`src/rtl/imem_boot_pkg.sv`:
```
// Shared types and widths for the instruction-memory boot loader.
package imem_boot_pkg;

  localparam int unsigned BYTES_PER_WORD = 4;
  localparam int unsigned BYTE_W         = 8;
  localparam int unsigned WORD_W         = BYTES_PER_WORD * BYTE_W;
  localparam int unsigned BCNT_W         = $clog2(BYTES_PER_WORD);

  typedef enum logic [1:0] {
    HDR  = 2'd0,
    DATA = 2'd1,
    DONE = 2'd2,
    ERR  = 2'd3
  } state_e;

  typedef struct packed {
    logic [WORD_W-1:0] addr;
    logic [WORD_W-1:0] data;
  } imem_wr_t;

endpackage

```
`src/rtl/byte_word_assembler.sv`:
```
// Packs an accepted byte stream into little-endian 32-bit words; the word is
// presented combinationally on the handshake of its last byte.
module byte_word_assembler
  import imem_boot_pkg::*;
(
  input  logic              clk,
  input  logic              reset_n,
  input  logic              clr,
  input  logic              byte_valid,
  input  logic [BYTE_W-1:0] byte_data,
  output logic              word_valid_c,
  output logic [WORD_W-1:0] word_c
);

  localparam int unsigned SHR_W = WORD_W - BYTE_W;

  logic [BCNT_W-1:0] byte_cnt;
  logic [SHR_W-1:0]  shreg;

  // New bytes enter at the top so the first byte ends up in bits [7:0].
  always_ff @(posedge clk or negedge reset_n) begin
    if (!reset_n) begin
      byte_cnt <= '0;
      shreg    <= '0;
    end else if (clr) begin
      byte_cnt <= '0;
      shreg    <= '0;
    end else if (byte_valid) begin
      byte_cnt <= byte_cnt + BCNT_W'(1);
      shreg    <= {byte_data, shreg[SHR_W-1:BYTE_W]};
    end
  end

  assign word_valid_c = byte_valid && (byte_cnt == BCNT_W'(BYTES_PER_WORD - 1));
  assign word_c       = {byte_data, shreg};

endmodule

```
`src/rtl/imem_boot_loader.sv`:
```
// Boot loader: reads a length header and N little-endian words from a byte
// stream, writes them to instruction memory, then releases the core.
module imem_boot_loader
  import imem_boot_pkg::*;
#(
  parameter int unsigned DEPTH_WORDS = 64,
  parameter logic [31:0] BASE_ADDR   = 32'h0000_0000
) (
  input  logic        clk,
  input  logic        reset_n,
  input  logic        in_valid,
  input  logic [7:0]  in_data,
  output logic        in_ready,
  input  logic        reload,
  output logic        imem_we,
  output logic [31:0] imem_addr,
  output logic [31:0] imem_wdata,
  output logic        core_reset_n,
  output logic        done,
  output logic        error
);

  localparam int unsigned WCNT_W = $clog2(DEPTH_WORDS) + 1;

  state_e            state, next_state;
  logic [WCNT_W-1:0] word_cnt, word_cnt_nxt;
  logic [WORD_W-1:0] len, len_nxt;
  imem_wr_t          wr_nxt;
  logic              imem_we_nxt, done_nxt, error_nxt, core_reset_n_nxt, in_ready_nxt;
  logic              byte_valid, word_valid_c, last_word_c, reload_ok_c;
  logic [WORD_W-1:0] word_c;

  assign byte_valid  = in_valid && in_ready;
  assign reload_ok_c = reload && ((state == DONE) || (state == ERR));
  assign last_word_c = (WORD_W'(word_cnt) + WORD_W'(1)) == len;

  byte_word_assembler u_asm (
    .clk          (clk),
    .reset_n      (reset_n),
    .clr          (reload_ok_c),
    .byte_valid   (byte_valid),
    .byte_data    (in_data),
    .word_valid_c (word_valid_c),
    .word_c       (word_c)
  );

  // State and output registers.
  always_ff @(posedge clk or negedge reset_n) begin
    if (!reset_n) begin
      state        <= HDR;
      word_cnt     <= '0;
      len          <= '0;
      imem_we      <= 1'b0;
      imem_addr    <= BASE_ADDR;
      imem_wdata   <= '0;
      core_reset_n <= 1'b0;
      done         <= 1'b0;
      error        <= 1'b0;
      in_ready     <= 1'b1;
    end else begin
      state        <= next_state;
      word_cnt     <= word_cnt_nxt;
      len          <= len_nxt;
      imem_we      <= imem_we_nxt;
      imem_addr    <= wr_nxt.addr;
      imem_wdata   <= wr_nxt.data;
      core_reset_n <= core_reset_n_nxt;
      done         <= done_nxt;
      error        <= error_nxt;
      in_ready     <= in_ready_nxt;
    end
  end

  // Next-state: the full 32-bit header is range checked.
  always_comb begin
    next_state = state;
    case (state)
      HDR: begin
        if (word_valid_c) begin
          if (word_c == '0)                           next_state = DONE;
          else if (word_c > WORD_W'(DEPTH_WORDS))     next_state = ERR;
          else                                        next_state = DATA;
        end
      end
      DATA:      if (word_valid_c && last_word_c) next_state = DONE;
      DONE, ERR: if (reload)                      next_state = HDR;
      default:   next_state = HDR;
    endcase
  end

  // Outputs and counters; done trails the final write pulse by one cycle.
  always_comb begin
    word_cnt_nxt     = word_cnt;
    len_nxt          = len;
    imem_we_nxt      = 1'b0;
    wr_nxt.addr      = imem_addr;
    wr_nxt.data      = imem_wdata;
    if ((state == HDR) && word_valid_c) begin
      len_nxt      = word_c;
      word_cnt_nxt = '0;
    end
    if ((state == DATA) && word_valid_c) begin
      imem_we_nxt  = 1'b1;
      wr_nxt.addr  = BASE_ADDR + (WORD_W'(word_cnt) << 2);
      wr_nxt.data  = word_c;
      word_cnt_nxt = word_cnt + WCNT_W'(1);
    end
    if (reload_ok_c) begin
      word_cnt_nxt = '0;
      len_nxt      = '0;
    end
    done_nxt         = (next_state == DONE) && (state != DATA);
    core_reset_n_nxt = done_nxt;
    error_nxt        = (next_state == ERR);
    in_ready_nxt     = (next_state == HDR) || (next_state == DATA);
  end

endmodule
```
`config.mk`:
```
export PLATFORM = sky130hd
export DESIGN_NAME = imem_boot_loader
export DESIGN_NICKNAME = d
export VERILOG_FILES = /design/src/rtl/imem_boot_pkg.sv /design/src/rtl/byte_word_assembler.sv /design/src/rtl/imem_boot_loader.sv
export SDC_FILE = /design/constraint.sdc
export NUM_CORES = 1
export LEC_CHECK = 0
export BUFFER_PORTS_ARGS = -buffer_cell sky130_fd_sc_hd__buf_4
export CAP_MARGIN = 20
export CORE_MARGIN = 2
export CORE_UTILIZATION = 25
export CTS_CLUSTER_SIZE = 25
export DETAILED_ROUTE_END_ITERATION = 10
export PLACE_DENSITY = 0.42
export SLEW_MARGIN = 40
export SYNTH_ARGS = -nofsm -noshare
export SYNTH_HDL_FRONTEND = slang
export SYNTH_HIERARCHICAL = 1
export SYNTH_SLANG_ARGS = --single-unit
```
`constraint.sdc`:
```
create_clock -name clk -period 2.62 [get_ports clk]
set_clock_uncertainty 0.05 [all_clocks]
set_input_delay 0.131 -clock clk [delete_from_list [all_inputs] [get_ports clk]]
set_output_delay 0.131 -clock clk [all_outputs]
set_load 0.02 [all_outputs]
```
# Word-level counts from Yosys, hierarchy flattened
# Cells that the tools add are included.
# Widths: inputs -> output; s select.
classes:
  n_addsub: 3
  magnitude_cmp: 1
  n_eq_ne: 9
  muxes: 16
  reduce_logical: 16
ops:
  columns: ["operator", "count"]
  rows:
  - ["$mux 32", 2]
  - ["$mux 24", 2]
  - ["$eq 8x32->1", 1]
  - ["$gt 32x7->1 const B", 1]
  - ["$logic_not 32->1", 1]
  - ["$mux 7", 3]
  - ["$mux 2", 7]
  - ["$eq 2x2->1 const B", 5]
  - ["$add 7x1->8 const B", 1]
  - ["$add 7x1->7 const B", 1]
  - ["$logic_and 1x1->1", 7]
  - ["$pmux 2 s3", 1]
  - ["$eq 2x1->1 const B", 2]
  - ["$logic_not 2->1", 2]
  - ["$reduce_bool 2->1", 2]
  - ["$reduce_bool 3->1", 1]
  - ["$add 2x1->2 const B", 1]
  - ["$logic_or 1x1->1", 2]
  - ["$ne 2x1->1 const B", 1]
  - ["$reduce_or 2->1", 1]
  - ["$mux 1", 1]
word_totals:
  ff_bits: 110
  output_inout_bits: 69

# Depth between registers and ports, before layout
# Gate-level depths: netlist of run 1.
depth:
  word_depth: 7
  mapped_depth: 10
  ltp_nobuf: 7

# Modules after synthesis
# The synthesis of run 1 kept the hierarchy.
by_module_without_submodules:
  columns: ["mod", "n_inst", "cells_each", "area_per_inst_um2"]
  rows:
  - ["imem_boot_loader", 1, 430, 3851.2]
  - ["byte_word_assembler", 1, 94, 1153.6]

# Worst setup path before layout of run 1
# No wires, ideal clock.
synth_timing:
  path_type: "register -> register"
  start: "reg in_ready"
  end: "reg done"
  setup_time_ns: 0.066
  arrival_time_ns: 2.267
  required_time_ns: 2.504
  slack_ns: 0.237
  stages_incl_launch_ff: 10
  path_buffers: 2
  cell_sequence: "dfstp_2 -> and2_1 -> buf_6 -> buf_12 -> and2_1 -> nor2b_1 -> nand2_1 -> or3_1 -> a2111oi_2 -> o211a_1"
synth_between:
  elab_chain_len: 7
synth_rtl:
  columns: ["item", "line_no", "source"]
  rows:
  - ["from (decl)", "imem_boot_loader.sv:13", "output logic in_ready,"]
  - ["from (signal assigned)", "imem_boot_loader.sv:70", "in_ready <= in_ready_nxt;"]
  - ["$logic_and 1x1->1 *", "imem_boot_loader.sv:33", "assign byte_valid = in_valid && in_ready;"]
  - ["net byte_valid", "imem_boot_loader.sv:30", "logic byte_valid, word_valid_c, last_word_c, reload_ok_c;"]
  - ["$logic_and 1x1->1 *", "byte_word_assembler.sv:34", "assign word_valid_c = byte_valid && (byte_cnt == BCNT_W'(BYTES_PER_WORD - 1));"]
  - ["net word_valid_c", "imem_boot_loader.sv:30", null]
  - ["$logic_and 1x1->1", "imem_boot_loader.sv:85", "DATA: if (word_valid_c && last_word_c) next_state = DONE;"]
  - ["$mux 2", "imem_boot_loader.sv:85", null]
  - ["$pmux 2 s3 *", "imem_boot_loader.sv:77", "case (state)"]
  - ["$eq 2x2->1 *", "imem_boot_loader.sv:112", "done_nxt = (next_state == DONE) && (state != DATA);"]
  - ["$logic_and 1x1->1 *", "imem_boot_loader.sv:112", null]
  - ["net core_reset_n_nxt", "imem_boot_loader.sv:29", "logic imem_we_nxt, done_nxt, error_nxt, core_reset_n_nxt, in_ready_nxt;"]
  - ["to (signal assigned)", "imem_boot_loader.sv:68", "done <= done_nxt;"]
  - ["to (decl)", "imem_boot_loader.sv:19", "output logic done,"]
# Mark *: on every way through the listed nets, which the timed path passes. The rest lies on a longest branch.
# A chain may end at the register's enable or synchronous reset.

# Final worst setup path of run 1
layout_timing:
  start: "reg word_cnt[0]"
  end: "reg done"
layout_between:
  elab_chain_len: 7
layout_rtl:
  columns: ["item", "line_no", "source"]
  rows:
  - ["from (decl)", "imem_boot_loader.sv:26", "logic [WCNT_W-1:0] word_cnt, word_cnt_nxt;"]
  - ["from (signal assigned)", "imem_boot_loader.sv:62", "word_cnt <= word_cnt_nxt;"]
  - ["$add 7x1->8", "imem_boot_loader.sv:35", "assign last_word_c = (WORD_W'(word_cnt) + WORD_W'(1)) == len;"]
  - ["$eq 8x32->1", "imem_boot_loader.sv:35", null]
  - ["$logic_and 1x1->1", "imem_boot_loader.sv:85", null]
  - ["$mux 2", "imem_boot_loader.sv:85", null]
  - ["$pmux 2 s3", "imem_boot_loader.sv:77", null]
  - ["$eq 2x2->1", "imem_boot_loader.sv:112", null]
  - ["$logic_and 1x1->1", "imem_boot_loader.sv:112", null]
  - ["net core_reset_n_nxt", "imem_boot_loader.sv:29", null]
# The timed path passes the listed nets, and every way through them passes these cells.

==> reports/summary.txt, run 1 <==
run status: finished, final reports clean
Worst Setup Slack post-DPL: 0.3647 ns
Least-Margin Pin Slew: 0.6982 ns
summed area of non-filler cells in the final layout: 0.005906 mm2
floorplan die width: 145.5 um
Vias: 3598
predominant post-synthesis flop cell: dfrtp_1
total clock buffers created by CTS: 9
area delta synth->final: 18.00%
hold crit path type: input port to flip-flop
maximum number of buffers from clock root to sink: 2
drt first pass iters: 4
GR Util All Layers: 0.1225
minimum hold slack: 0.1075 ns
switching pwr: 2.554 mW
Cells after Synth: 524
signal arrival time at the worst endpoint: 2.48 ns
sequential share of power: 0.456
worst r2r path cells: 6
initial antenna violation count: 0
buffer type at the clock tree root: clkbuf_16
Final Max Slew Viols: 0
count of flip-flops with a built-in enable after synthesis: 0
ranking of synthesized cells by area: dfrtp_1 (54%), nand2_1 (14%), buf_4 (5.3%), mux2i_1 (5.0%), nor2_1 (2.4%)
fraction of final layout cells with drive strength greater than 1: 0.1652
share of synthesized area occupied by flip-flops and latches: 0.5503
global route overflow: 0
num rows: 51
antenna diode count: 0
post-detailed-route DRC marker count: 0
starting density of the core: 0.2563
Leak Pwr: 3.005 nW
clock latency of the later-clocked register in the worst-skew pair: 0.35 ns
Worst Slack Setup Final: 0.3759 ns
Port Buffer Count: 55
Core Area: 0.01953 mm2
Net Sw Frac: 0.3869
final-layout fill cell count: 2123
post-route fraction of the period consumed by the critical path: 0.8565
worst slew slack as a fraction of its limit: 0.5346
crit path time final: 2.244 ns
number of maximum-capacitance constraint violations: 0
number of H-tree levels: 3
total wire length after detailed routing: 12.35 mm
number of buffers added for setup after CTS: 0
P_int: 4.048 mW
flops & latches, synth: 110
dpl hpwl: 8.327 mm
post-route insts no fill: 840
worst hold path depth: 3
Cell Area, Synth: 0.005005 mm2
final weighted congestion in routability-driven placement: 0.7327
CTS tree: done
floorplan die area: 0.02117 mm2
post-route antenna net violation count: 0
via count normalized by instance count: 4.283
syn avg cell area: 9.551 um2
relative contribution of the clock network to total power: 0.201
number of hold violations in the final report: 0
via count of the first global-routing pass: 3647
CTS sink cnt: 110
Worst VDD drop: 436.5 uV
vertical die dimension: 145.5 um
Max Freq: 445.6 MHz
count of unique library cells instantiated by Yosys: 49
setup repair after global routing missed its margin: no
clock transition at the registers of the reported paths: 0.07 ns
final core area utilization: 0.3024
final net count: 585
Worst R2R Setup Slack: 0.38 ns
most frequent cells in the layout: nand2_1 (184), dfrtp_1 (109), buf_4 (63)
Worst setup SP type: flip-flop
Area after DPL: 0.005532 mm2
number of synthesis warnings: 6
Max FO, Critical Path: 6
Setup Crit Path Kind: flip-flop to flip-flop
proportion of power drawn by combinational gates: 0.343
post-detailed-route wirelength per cell: 14.70 um
first-iteration detailed-routing DRC count: 202
largest net degree at the start of global routing: 49
number of gates given a new drive strength after cts: 0
number of cells after detailed placement: 816
IO Count: 81
global-route wire length before repair: 20.48 mm
Setup crit end kind: flip-flop
post-synthesis cell type with the largest combined area: dfrtp_1
setup violation total in the final timing report: 0
CP Data Required Time: 2.86 ns
total power density per cell area: 1118 mW/mm2
post-synth top area share: 0.5450
final-layout setup total negative slack: 0 ns
Synth async-reset ratio: 1.000
most common library cell in the layout ignoring fill and taps: nand2_1
total power after layout: 6.603 mW
[final timing paths]
path	start	endpoint
max	word_cnt[0]$_DFFE_PN0P_	done$_DFF_PN0_
min	reload	done$_DFF_PN0_
max reg2reg	word_cnt[0]$_DFFE_PN0P_	done$_DFF_PN0_
min reg2reg	imem_addr[5]$_DFFE_PN0P_	imem_addr[5]$_DFFE_PN0P_
max in group asynchronous	reset_n	len[5]$_DFFE_PN0P_
min in group asynchronous	reset_n	done$_DFF_PN0_
[flip-flops by register name, indices dropped and copies added (netlist names)]
name / count
u_asm/shreg: 24
done: 1
in_ready: 1
imem_addr: 7
word_cnt: 7
state: 2
u_asm/byte_cnt: 2
imem_we: 1
len: 32
error: 1
imem_wdata: 32
[per-layer routing]
metal	track usage	vias to the layer above	part of all wire
met4	0.04559	0	0.020
met2	0.2062	61	0.48
met3	0.02414	18	0.029
li1	-	1745	-
met1	0.1565	1774	0.47
met5	0	-	0
[power by group through the flow]
stage / registers, mW / logic (mW) / clock network [mW]
floorplan: 3.13 / 1.28 / 0
global placement: 3.03 / 2.27 / 0
detailed placement: 3.05 / 2.30 / 0
CTS: 3.02 / 2.32 / 1.39
global route: 3.13 / 2.54 / 1.45
finish: 3.01 / 2.27 / 1.33
[cell families (layout without fill, tap and decap cells)]
kind of cell             count (synthesis)  in the layout  synth area share
XOR/XNOR                                10             10           0.02025
other                                    1             25         0.0007493
buffers and inverters                   67             94           0.08525
flip-flops                             110            110            0.5503
AO/OA/AOI/OAI                           36             36           0.04750
multiplexers                            28             28           0.05675
adder cells (fa/ha/maj)                  2              2          0.004999
AND/OR/NAND/NOR                        270            270            0.2343
[timing repair]
item / CTS / global route
hold buffers: 9 / 0
hold endpoints to repair: 60 / 0
endpoints found under the setup margin: 0 / 0
[Yosys cell counts (3+ instances only)]
master	count
o21ai_0	3
xnor2_1	6
inv_1	3
buf_4	35
a21oi_1	16
xor2_1	3
nor4_1	11
and3_1	3
mux2_2	3
nor2_1	32
and2_1	3
clkbuf_1	21
nand4_1	3
buf_2	3
o21ai_1	6
nand2_1	184
dfrtp_1	109
mux2i_1	25
nand3_1	19
[worst max-delay path, cell delays in order, from the launching register on]
cell,delay (ns)
dfrtp_1,0.44
ha_1,0.26
xnor3_1,0.37
nand4_1,0.12
or3_1,0.34
a2111oi_2,0.39
o211a_1,0.21
[final cells by class]
class	count	area [um2]	area share
inverters	5	18.77	0.003178
repair buffers	74	603.1	0.1021
clock buffers	11	252.7	0.04280
flip-flops and latches	110	2754	0.4663
multi-input cells	371	1914	0.3242
clock inverters	4	31.28	0.005297
well taps	265	331.6	0.05614
No activity file was read; power rests on OpenSTA's default activity.
==> run 2: changes to the inputs <==
--- a/config.mk
+++ b/config.mk
@@ -6,12 +6,11 @@
 export NUM_CORES = 1
 export LEC_CHECK = 0
 export BUFFER_PORTS_ARGS = -buffer_cell sky130_fd_sc_hd__buf_4
-export CAP_MARGIN = 20
 export CORE_MARGIN = 2
 export CORE_UTILIZATION = 25
 export CTS_CLUSTER_SIZE = 25
 export DETAILED_ROUTE_END_ITERATION = 10
-export PLACE_DENSITY = 0.42
+export PLACE_DENSITY = 0.45
 export SLEW_MARGIN = 40
 export SYNTH_ARGS = -nofsm -noshare
 export SYNTH_HDL_FRONTEND = slang
==> run 2 against run 1 <==
Compared with the run above: die area unchanged; routed wire length shrank 1.4%; critical path depth unchanged; largest power group unchanged; largest cell class unchanged; critical path type unchanged.
==> reports/summary.txt, run 2 (synthesis gave the netlist of run 1 again) <==
floorplan die area: 0.02117 mm2 (unchanged)
fraction of final layout cells with drive strength greater than 1: 0.1681 (+0.002894)
endpoint of the most critical register-to-register path: done$_DFF_PN0_
num rows: 51 (unchanged)
drt first pass iters: 4 (unchanged)
Reg-to-Reg Start: word_cnt[0]$_DFFE_PN0P_
worst r2r path cells: 6 (unchanged)
Worst R2R Setup Slack: 0.31 ns (-0.07 ns)
switching pwr: 2.598 mW (+1.7%)
crit path time final: 2.315 ns (+0.07062 ns)
total power density per cell area: 1121 mW/mm2 (+0.29%)
post-detailed-route DRC marker count: 0 (unchanged)
via count of the first global-routing pass: 3674 (+0.74%)
CP Data Required Time: 2.86 ns (about the same)
number of cells after detailed placement: 817 (+0.12%)
sequential share of power: 0.453 (-0.003)
global-route wire length before repair: 20.36 mm (-0.58%)
worst slew slack as a fraction of its limit: 0.6124 (+0.07787)
relative contribution of the clock network to total power: 0.206 (+0.005)
most frequent cells in the layout: nand2_1 (184), dfrtp_1 (109), buf_4 (64)
run status: finished, final reports clean
most common library cell in the layout ignoring fill and taps: nand2_1
clock latency of the later-clocked register in the worst-skew pair: 0.35 ns (about the same)
launching element of the worst setup path: word_cnt[0]$_DFFE_PN0P_
buffer type at the clock tree root: clkbuf_16
total wire length after detailed routing: 12.17 mm (-1.4%)
final-layout setup total negative slack: 0 ns (unchanged)
Least-Margin Pin Slew: 0.5814 ns (-0.1168 ns)
starting density of the core: 0.2563 (unchanged)
proportion of power drawn by combinational gates: 0.341 (-0.002)
post-route antenna net violation count: 0 (unchanged)
CTS tree: done
Vias: 3588 (-0.28%)
number of gates given a new drive strength after cts: 0 (unchanged)
GR Util All Layers: 0.1200 (-0.002499)
crit path to: done$_DFF_PN0_
minimum hold slack: 0.09691 ns (-0.01062 ns)
IO Count: 81 (unchanged)
total clock buffers created by CTS: 9 (unchanged)
Max Freq: 432.0 MHz (-3.1%)
CTS sink cnt: 110 (unchanged)
number of maximum-capacitance constraint violations: 0 (unchanged)
Worst VDD drop: 489.8 uV (+12%)
post-route insts no fill: 842 (+0.24%)
antenna diode count: 0 (unchanged)
post-route fraction of the period consumed by the critical path: 0.8835 (+0.02695)
summed area of non-filler cells in the final layout: 0.005918 mm2 (+0.21%)
vertical die dimension: 145.5 um (unchanged)
number of H-tree levels: 3 (unchanged)
largest net degree at the start of global routing: 64 (+31%)
P_int: 4.038 mW (-0.25%)
Worst setup SP type: flip-flop
Final Max Slew Viols: 0 (unchanged)
initial antenna violation count: 0 (unchanged)
floorplan die width: 145.5 um (unchanged)
total power after layout: 6.636 mW (+0.50%)
cell-by-cell listing of the critical path: ha_1 -> xnor3_1 -> nand4_1 -> or3_1 -> a2111oi_2 -> o211a_1
Max FO, Critical Path: 6 (unchanged)
number of buffer and inverter instances along the worst setup path: 0 (unchanged)
maximum number of buffers from clock root to sink: 2 (unchanged)
Leak Pwr: 3.005 nW (about the same)
Port Buffer Count: 55 (unchanged)
signal arrival time at the worst endpoint: 2.55 ns (+0.07 ns)
Crit path depth: 6 (unchanged)
cell with the biggest individual delay on the critical path: dfrtp_1
area delta synth->final: 18.25%
Net Sw Frac: 0.3914 (+0.004578)
setup violation total in the final timing report: 0 (unchanged)
largest registers: imem_wdata (32), len (32), u_asm/shreg (24)
hold bufs inserted after CTS: 9 (unchanged)
Setup crit end kind: flip-flop
setup repair after global routing missed its margin: no
via count normalized by instance count: 4.261 (-0.51%)
Setup Crit Path Kind: flip-flop to flip-flop
dpl hpwl: 8.219 mm (-1.3%)
final net count: 586 (+0.17%)
largest incremental delay on the critical path: 0.44 ns (about the same)
final-layout fill cell count: 2087 (-1.7%)
clock transition at the registers of the reported paths: 0.08 ns (about the same)
Core Area: 0.01953 mm2 (unchanged)
global route overflow: 0 (unchanged)
post-detailed-route wirelength per cell: 14.46 um (-1.6%)
family with the most delay on the worst path: compound AO/OA/AOI/OAI gates
number of buffers added for setup after CTS: 0 (unchanged)
number of hold violations in the final report: 0 (unchanged)
first-iteration detailed-routing DRC count: 236 (+17%)
final weighted congestion in routability-driven placement: 0.7631 (+4.1%)
hold crit path type: input port to flip-flop
Area after DPL: 0.005539 mm2 (+0.14%)
## run 2: cell types whose count changed in the layout (fill, tap and decap cells not counted), sizes merged
cell,delta
buf,+1
clkbuf,-1
clkinv,-3
clkinvlp,+2
inv,+3
## run 2: power groups by stage
| stage | Combinational [mW] | Clock [mW] | Sequential [mW] |
|---|---|---|---|
| after floorplan | 1.28 | 0 | 3.13 |
| after global placement | 2.26 | 0 | 3.03 |
| after detailed placement | 2.30 | 0 | 3.04 |
| after CTS | 2.31 | 1.42 | 3.02 |
| after global routing | 2.53 | 1.47 | 3.12 |
| final | 2.26 | 1.36 | 3.01 |
## run 2: metrics by stage
step / setup WS [ns] / util
global placement: 0.4446 / 0.2837
detailed placement: 0.3598 / 0.2837
CTS: 0.3430 / 0.3031
global route: 0.2131 / 0.3031
floorplan: 0.2372 / -
finish: 0.3053 / 0.3031
## run 2: layer usage
layer / vias to the layer above / track usage / share of wire
met1: 1764 / 0.1610 / 0.48
met2: 71 / 0.1948 / 0.48
met5: - / 0 / 0
met3: 7 / 0.02947 / 0.036
met4: 0 / 0.03137 / 0.0099
li1: 1746 / - / -
## run 2: how the worst min path moves through the flow
stage                 start                    endpoint  slack [ns]  depth (start not counted)
global route         reload              done$_DFF_PN0_        0.09                          3
detailed placement  reset_n  imem_wdata[12]$_DFFE_PN0P_        0.13                          1
finish               reload              done$_DFF_PN0_         0.1                          3
global placement    reset_n  imem_wdata[12]$_DFFE_PN0P_        0.12                          1
CTS                  reload              done$_DFF_PN0_        0.07                          3
floorplan           reset_n              done$_DFF_PN0_       -0.21                          0
## run 2: layout make-up
type / count / area (um2) / share of cell area
clock buffer: 10 / 239.0 / 0.04038
clock inverter: 6 / 50.05 / 0.008457
inverter: 5 / 18.77 / 0.003171
multi-input combinational: 371 / 1914 / 0.3235
sequential: 110 / 2754 / 0.4653
tap: 265 / 331.6 / 0.05603
timing repair buffer: 75 / 610.6 / 0.1032
## run 2: worst register-to-register path, cell delays in order, from the launching register on
cell	delay (ns)
dfrtp_1	0.44
ha_1	0.27
xnor3_1	0.37
nand4_1	0.12
or3_1	0.36
a2111oi_2	0.43
o211a_1	0.21
==> run 3: changes to the inputs <==
--- a/config.mk
+++ b/config.mk
@@ -11,6 +11,7 @@
 export CTS_CLUSTER_SIZE = 25
 export DETAILED_ROUTE_END_ITERATION = 10
 export PLACE_DENSITY = 0.45
+export SETUP_SLACK_MARGIN = 0.02
 export SLEW_MARGIN = 40
 export SYNTH_ARGS = -nofsm -noshare
 export SYNTH_HDL_FRONTEND = slang
==> constraint.sdc (replaced) <==
create_clock -name clk -period 2.73 [get_ports clk]
set_clock_uncertainty 0.05 [all_clocks]
set_input_delay 0.1365 -clock clk [delete_from_list [all_inputs] [get_ports clk]]
set_output_delay 0.1365 -clock clk [all_outputs]
set_load 0.02 [all_outputs]
==> run 3 against run 2 <==
Compared with the run above: routed wire length is 2.6% lower; non-clock buffer count is 1 lower; cell count is 0.12% lower; die area stayed put; worst setup slack better by 0.21 ns; sequential power is 4% lower; sequential share of layout area is 0.079 points lower; first-iteration DRC count is 19% lower; clock-buffer cell count is 1 lower; sequential cell count stayed put; register-to-register slack better by 0.21 ns.
==> reports/summary.txt, run 3 (synthesis gave the netlist of run 1 again) <==
total power after layout: 6.406 mW (-3.5%)
final-layout setup total negative slack: 0 ns (unchanged)
Leak Pwr: 3.015 nW (+0.33%)
summed area of non-filler cells in the final layout: 0.005928 mm2 (+0.17%)
drt first pass iters: 4 (unchanged)
clock latency of the later-clocked register in the worst-skew pair: 0.36 ns (about the same)
switching pwr: 2.465 mW (-5.1%)
floorplan die area: 0.02117 mm2 (unchanged)
worst slew slack as a fraction of its limit: 0.6527 (+0.04033)
Max Freq: 452.5 MHz (+4.7%)
total area of multi-input combinational cells: 0.001914 mm2 (unchanged)
final-layout fill cell count: 2083 (-0.19%)
post-route fraction of the period consumed by the critical path: 0.8095 (-0.07400)
final weighted congestion in routability-driven placement: 0.7405 (-3.0%)
clock transition at the registers of the reported paths: 0.07 ns (about the same)
CTS sink cnt: 110 (unchanged)
fraction of final layout cells with drive strength greater than 1: 0.1667 (-0.001444)
vertical die dimension: 145.5 um (unchanged)
post-route insts no fill: 841 (-0.12%)
Core Area: 0.01953 mm2 (unchanged)
via count normalized by instance count: 4.269 (+0.17%)
total wire length after detailed routing: 11.86 mm (-2.6%)
Worst R2R Setup Slack: 0.52 ns (+0.21 ns)
most common library cell in the layout ignoring fill and taps: nand2_1
global route overflow: 0 (unchanged)
sequential share of power: 0.450 (-0.003)
run status: finished, final reports clean
Port Buffer Count: 55 (unchanged)
Net Sw Frac: 0.3848 (-0.006638)
setup violation total in the final timing report: 0 (unchanged)
number of H-tree levels: 3 (unchanged)
Final Max Slew Viols: 0 (unchanged)
number of cells after detailed placement: 816 (-0.12%)
proportion of power drawn by combinational gates: 0.338 (-0.003)
post-detailed-route DRC marker count: 0 (unchanged)
Area after DPL: 0.005532 mm2 (-0.14%)
Vias: 3590 (+0.056%)
IO Count: 81 (unchanged)
launching element of the worst setup path: word_cnt[0]$_DFFE_PN0P_
Hold Path Origin: reload
cell-by-cell listing of the critical path: ha_1 -> xnor3_1 -> nand4_1 -> or3_1 -> a2111oi_2 -> o211a_1
setup repair after global routing missed its margin: no
Reg-to-Reg Start: word_cnt[0]$_DFFE_PN0P_
initial antenna violation count: 0 (unchanged)
via count of the first global-routing pass: 3594 (-2.2%)
num rows: 51 (unchanged)
Setup Crit Path Kind: flip-flop to flip-flop
buffer type at the clock tree root: clkbuf_16
number of buffer and inverter instances along the worst setup path: 0 (unchanged)
GR Util All Layers: 0.1168 (-0.003210)
global-route wire length before repair: 19.69 mm (-3.3%)
post-route antenna net violation count: 0 (unchanged)
CTS tree: done
CP Data Required Time: 2.97 ns (+0.11 ns)
Crit path depth: 6 (unchanged)
number of buffers added for setup after CTS: 0 (unchanged)
largest registers: imem_wdata (32), len (32), u_asm/shreg (24)
maximum number of buffers from clock root to sink: 2 (unchanged)
number of maximum-capacitance constraint violations: 0 (unchanged)
antenna diode count: 0 (unchanged)
largest incremental delay on the critical path: 0.44 ns (about the same)
Setup crit end kind: flip-flop
Least-Margin Pin Slew: 0.5190 ns (-0.06241 ns)
Worst setup SP type: flip-flop
P_int: 3.941 mW (-2.4%)
most frequent cells in the layout: nand2_1 (184), dfrtp_1 (109), buf_4 (63)
family with the most delay on the worst path: compound AO/OA/AOI/OAI gates
floorplan die width: 145.5 um (unchanged)
hold bufs inserted after CTS: 9 (unchanged)
total clock buffers created by CTS: 9 (unchanged)
relative contribution of the clock network to total power: 0.212 (+0.006)
sequential cell area: 0.002754 mm2 (unchanged)
crit path to: done$_DFF_PN0_
dpl hpwl: 8.193 mm (-0.31%)
crit path time final: 2.210 ns (-0.1048 ns)
Max FO, Critical Path: 6 (unchanged)
worst r2r path cells: 6 (unchanged)
signal arrival time at the worst endpoint: 2.45 ns (-0.10 ns)
area delta synth->final: 18.45%
largest net degree at the start of global routing: 53 (-17%)
final net count: 585 (-0.17%)
number of gates given a new drive strength after cts: 0 (unchanged)
first-iteration detailed-routing DRC count: 190 (-19%)
Worst VDD drop: 399.6 uV (-18%)
minimum hold slack: 0.09114 ns (-0.005775 ns)
starting density of the core: 0.2563 (unchanged)
post-detailed-route wirelength per cell: 14.10 um (-2.5%)
number of hold violations in the final report: 0 (unchanged)
cell with the biggest individual delay on the critical path: dfrtp_1
hold crit path type: input port to flip-flop
endpoint of the most critical register-to-register path: done$_DFF_PN0_
total power density per cell area: 1081 mW/mm2 (-3.6%)
==> run 3: layer usage <==
metal  global-route usage  share of wire  vias up  wire length, um
li1                     -              -     1743                -
met4              0.04265          0.020        0              232
met5                    0              0        -                0
met1               0.1537           0.48     1762             5745
met2               0.1896           0.46       70             5457
met3              0.02571          0.036       15              423
==> run 3: layout make-up <==
| type | instances | share of cell area |
|---|---|---|
| multi-input cells | 371 | 0.3229 |
| repair buffers | 74 | 0.1017 |
| clock buffers | 9 | 0.03799 |
| flip-flops and latches | 110 | 0.4645 |
| clock inverters | 7 | 0.01372 |
| well taps | 265 | 0.05593 |
| inverters | 5 | 0.003166 |
==> run 3: how the worst min path moves through the flow <==
stage                            endpoint  slack (ns)  cells after the start
2_1_floorplan              done$_DFF_PN0_       -0.21                      0
3_3_place_gp   imem_wdata[11]$_DFFE_PN0P_        0.02                      1
3_5_place_dp            imem_we$_DFF_PN0_        0.03                      1
4_1_cts                in_ready$_DFF_PN1_        0.08                      3
5_1_grt                    done$_DFF_PN0_        0.09                      3
6_report                   done$_DFF_PN0_        0.09                      3
==> run 3: stage by stage <==
| step | setup slack (ns) | util |
|---|---|---|
| finish | 0.5202 | 0.3036 |
| global route | 0.3292 | 0.3036 |
| CTS | 0.4846 | 0.3036 |
| detailed placement | 0.5038 | 0.2833 |
| global placement | 0.5393 | 0.2833 |
| floorplan | 0.3472 | - |
==> run 3: tightest hold or removal path: stages <==
cell	delay, ns
buf_4	0.10
o22ai_2	0.09
o211a_1	0.13
==> run 3: power by group through the flow <==
stage                     logic, mW  registers (mW)  clock network (mW)
after floorplan                1.23            3.00                   0
after global placement         2.16            2.90                   0
after detailed placement       2.19            2.92                   0
after CTS                      2.21            2.89                1.40
after global routing           2.41            2.98                1.48
final                          2.16            2.88                1.36
